[src/rtl/mem_arbiter.sv]
// Single-port RAM arbiter between instruction fetch and data access.
// Data wins by default; a bounded data streak keeps fetch from starving.
module mem_arbiter #(
  parameter int STARVE  = 4,
  parameter int TIMEOUT = 15
) (
  input  logic        CLK,
  input  logic        nRST,
  input  logic        iREN,
  input  logic [31:0] iaddr,
  output logic        iwait,
  output logic [31:0] iload,
  input  logic        dREN,
  input  logic        dWEN,
  input  logic [31:0] daddr,
  input  logic [31:0] dstore,
  output logic        dwait,
  output logic [31:0] dload,
  output logic        ramREN,
  output logic        ramWEN,
  output logic [31:0] ramaddr,
  output logic [31:0] ramstore,
  input  logic [31:0] ramload,
  input  logic [1:0]  ramstate,
  output logic        memerr
);

  typedef enum logic [1:0] {
    IDLE,
    IGNT,
    DGNT
  } state_t;

  localparam logic [1:0] RS_ACCESS = 2'd2;
  localparam logic [1:0] RS_ERROR  = 2'd3;
  localparam logic [2:0] STRV      = 3'(STARVE);
  localparam logic [3:0] TMO       = 4'(TIMEOUT);

  state_t     r_state;
  state_t     w_next;
  logic [2:0] r_streak;
  logic [3:0] r_tmo;

  logic w_dreq;
  logic w_ilive;
  logic w_dlive;
  logic w_live;
  logic w_acc;
  logic w_icmp;
  logic w_dcmp;

  always_comb begin
    w_dreq  = dREN | dWEN;
    w_ilive = (r_state == IGNT) & iREN;
    w_dlive = (r_state == DGNT) & w_dreq;
    w_live  = w_ilive | w_dlive;
    w_acc   = (ramstate == RS_ACCESS);
    w_icmp  = w_ilive & w_acc;
    w_dcmp  = w_dlive & w_acc;
    // Completion beats a simultaneous timeout
    memerr  = w_live & ~w_acc &
              ((ramstate == RS_ERROR) | (r_tmo == TMO));
  end

  always_comb begin
    w_next = IDLE;
    unique case (r_state)
      IDLE: begin
        if (iREN && (!w_dreq || r_streak >= STRV))
          w_next = IGNT;
        else if (w_dreq)
          w_next = DGNT;
        else
          w_next = IDLE;
      end
      IGNT, DGNT: begin
        if (w_live && !w_acc && !memerr)
          w_next = r_state;
        else
          w_next = IDLE;
      end
      default: w_next = IDLE;
    endcase
  end

  always_comb begin
    ramREN   = 1'b0;
    ramWEN   = 1'b0;
    ramaddr  = '0;
    ramstore = '0;
    unique case (1'b1)
      (r_state == IGNT): begin
        ramREN  = iREN;
        ramaddr = iaddr;
      end
      (r_state == DGNT): begin
        ramWEN   = dWEN;
        ramREN   = dREN & ~dWEN;
        ramaddr  = daddr;
        ramstore = dstore;
      end
      default: ;
    endcase
    iwait = ~w_icmp;
    dwait = ~w_dcmp;
    iload = ramload;
    dload = ramload;
  end

  always_ff @(posedge CLK or negedge nRST) begin
    if (!nRST) begin
      r_state  <= IDLE;
      r_streak <= '0;
      r_tmo    <= '0;
    end else begin
      r_state <= w_next;
      if (r_state == IDLE)
        r_tmo <= '0;
      else if (!w_acc)
        r_tmo <= r_tmo + 4'd1;
      if (!iREN || w_icmp)
        r_streak <= '0;
      else if (w_dcmp && r_streak < STRV)
        r_streak <= r_streak + 3'd1;
    end
  end

endmodule

[config.mk]
export PLATFORM = sky130hd
export DESIGN_NAME = mem_arbiter
export DESIGN_NICKNAME = d
export VERILOG_FILES = /design/src/rtl/mem_arbiter.sv
export SDC_FILE = /design/constraint.sdc
export NUM_CORES = 1
export LEC_CHECK = 0
export ABC_AREA = 1
export ABC_CLOCK_PERIOD_IN_PS = 1900
export CORE_AREA = 2 2 104 106
export CTS_CLUSTER_SIZE = 12
export DETAILED_ROUTE_END_ITERATION = 8
export DIE_AREA = 0 0 106 108
export PLACE_DENSITY = 0.61
export SLEW_MARGIN = 20
export SYNTH_ARGS = -nofsm -noshare
export SYNTH_HDL_FRONTEND = slang
export SYNTH_SLANG_ARGS = --single-unit
[constraint.sdc]
create_clock -name CLK -period 1.9 [get_ports CLK]
set_clock_uncertainty 0.15 [all_clocks]
set_input_delay 0.285 -clock CLK [delete_from_list [all_inputs] [get_ports CLK]]
set_output_delay 0.285 -clock CLK [all_outputs]
set_load 0.005 [all_outputs]
==> key figures <==
Status
  – Status: complete, but fails checks
  – Failing checks: setup timing

STA
  – Final setup vio count: 62
  – Period Utilization, post-route: 1.09
  – Max_slew headroom: 0.708
  – Final hold violations: 0
  – Final Critical Period: 2080 ps
  – RSZ-0062 raised after global routing: yes
  – Slew Viols, Final: 0
  – Setup slack after layout: -180 ps
  – Max Fclk: 481 MHz
  – Worst-margin pin slew: 436 ps

Worst setup path
  – CP max-delay cell: dfrtp_1
  – RR Startpoint: r_state[1]$_DFFE_PN0P_
  – Most common cell on crit path: buf_6
  – Worst Setup SP: r_state[1]$_DFFE_PN0P_
  – Worst Path Max Fanout: 7
  – Required time worst endpoint: 1460 ps
  – Critical path type: reg2out
  – CP endpoint kind: primary output
  – CP Cell Sequence: buf_6, ha_4, buf_12, buf_12, buf_16, buf_6, nand2_2, inv_2, buf_6
  – Startpoint type of the worst setup path: register
  – WP data arrival: 1650 ps
  – R2R cell count: 12
  – Biggest cell delay along the critical path: 390 ps

Synth
  – Synth Instances: 316
  – Synth area leader: buf_4
  – Sequential area share after synthesis: 0.126
  – Number of synthesized register bits: 9
  – Synth area leaders: buf_4, nand2_1, dfrtp_1
  – Top_reg_cell synth: dfrtp_1
  – Async set or reset register ratio after synthesis: 1.00
  – Number of synthesized flops with an enable pin: 0
  – Most common cell in the synthesized netlist: nand2_1
  – Distinct cell type count after synthesis: 22
  – Syn nets: 456
  – Most frequent cells after synthesis: nand2_1, buf_4, inv_1
  – Post-synth top area share: 0.281
  – Post-synthesis cell area: 1790 µm²
  – Ys Warns: 0
  – Syn Area/Cell: 5.66 µm²

CTS
  – Worst skew pair latency: 230 ps
  – CTS Sinks: 9
  – CTS tree: done
  – CTS max path bufs: 2
  – Clk pin slew, worst setup/hold paths: 50 ps
  – Total CTS buffers: 3
  – Clock root cell: clkbuf_8
  – Htree depth: 1

Final layout
  – Number of nets in the layout: 610
  – Share of cells above drive strength 1: 0.522
  – Final instance area: 4090 µm²
  – Layout Utilization: 0.400
  – Area Overhead vs Synth: 129%
  – Diodes inserted: 0

Placement
  – HPWL Detailed: 7.29 mm
  – GPL Wtd Cong: 0.866
  – Cell Area, Placed: 3320 µm²
  – Number of buffers added on ports: 171

Pwr
  – Leak: 2.04 nW
  – Pwr Density: 1110 nW/µm²
  – Peak supply drop: 0.580 mV

Drt
  – Drt drc: 0
  – Drt initial violations: 94
  – Vias per Instance: 4.15
  – Total vias in the final route: 2511
  – Per-cell routed wire length: 17.0 µm
  – Routed Antenna Nets: 0
  – Final wirelength: 10.3 mm
  – Drt first pass iters: 4

Hold path
  – HP Class: in2async

Global routing
  – First-pass GRT wire length: 14.9 mm
  – Initial antenna violation count: 0
  – GRT Overall Usage: 0.168
  – Global route overflow: 0
  – Pin count of the biggest net entering global routing: 13
  – Number of global-route vias before repair: 2693

Die
  – Die width: 106 µm
  – Die height: 108 µm
  – Row count: 37
  – I/O pins: 268
  – Total die area: 11400 µm²
  – Initial core utilization: 0.175
  – Core Box Area: 10200 µm²

Run
  – Max cap viols: 0
==> per-layer routing <==
metal / up-vias / track usage / part of all wire
met1: 1159 / 0.191 / 0.37
met5: - / 0 / 0
li1: 1206 / - / -
met4: 0 / 0.0395 / 0.017
met2: 128 / 0.316 / 0.53
met3: 18 / 0.0440 / 0.079
==> critical path: cells and delay by family, from the launching register on <==
family / cells / cell delay (ps)
buffers and inverters: 7 / 780
DFF: 1 / 390
adders and majority gates: 1 / 180
and+or+nand+nor: 1 / 50
==> report_power, final <==
part	switching, mW	internal, mW	total, mW
clock	0.0803	0.147	0.227
combinational	1.82	2.25	4.07
sequential	0.0316	0.229	0.261
==> path summary, 6_finish.rpt <==
path / endpoint / slack (ps)
worst max-delay path: ramstore[16] / -180
worst min-delay path: r_state[1]$_DFFE_PN0P_ / 210
worst max register to register: r_streak[1]$_DFFE_PN0P_ / 100
worst min register to register: r_streak[1]$_DFFE_PN0P_ / 400
max in group asynchronous: r_streak[1]$_DFFE_PN0P_ / 1090
min in group CLK: r_streak[1]$_DFFE_PN0P_ / 400
==> flip-flops by register name (all words and copies together) (netlist names) <==
name	count
r_tmo	4
r_state	2
r_streak	3
==> what timing repair did <==
item                                    4_1_cts  5_1_grt
endpoints found under the setup margin       69       69
cloned                                        9        0
hold buffers                                  0        0
pin swaps                                     6       13
buffers inserted                             24        5
gates resized for setup                     383       85
==> final cells by class <==
type                       instances  area [µm²]
inverter                          44         183
fill                            1064        6140
clock buffer                       4        45.0
timing repair buffer             227        2210
multi-input combinational        185        1260
tap                              136         170
sequential                         9         225
==> logic make-up (layout without fill, tap and decap cells) <==
logic type | after synthesis | after routing | share of synthesized area
fa+ha+maj | 5 | 5 | 0.0350
buf+inv | 122 | 275 | 0.402
simple gates | 136 | 136 | 0.308
compound gates | 44 | 44 | 0.129
flops | 9 | 9 | 0.126
==> per-stage QoR <==
stage / hold slack [ps] / TNS (ps) / power [mW] / setup slack (ps) / cells
floorplan: -161 / 0 / 1.26 / 290 / 316
global placement: 342 / -9360 / 2.53 / -301 / 568
detailed placement: 354 / -11370 / 2.55 / -328 / 568
CTS: 220 / -4600 / 4.34 / -145 / 605
global route: 257 / -7130 / 4.82 / -222 / 605
finish: 211 / -4200 / 4.55 / -180 / 605
==> cell usage in the layout (no fill, tap or decap), drive strengths merged <==
master,synthesis,layout
nand3,9,9
o21a,1,1
dfrtp,9,9
a21oi,37,37
o21ai,5,5
nand2,115,115
and3,1,1
nor3,1,1
buf,78,115
o2bb2ai,1,1
clkbuf,0,14
inv,44,44
nor2,9,9
ha,5,5
clkdlybuf4s50,0,102
nand4,1,1
Note: power is estimated with default switching activity, not from simulation.
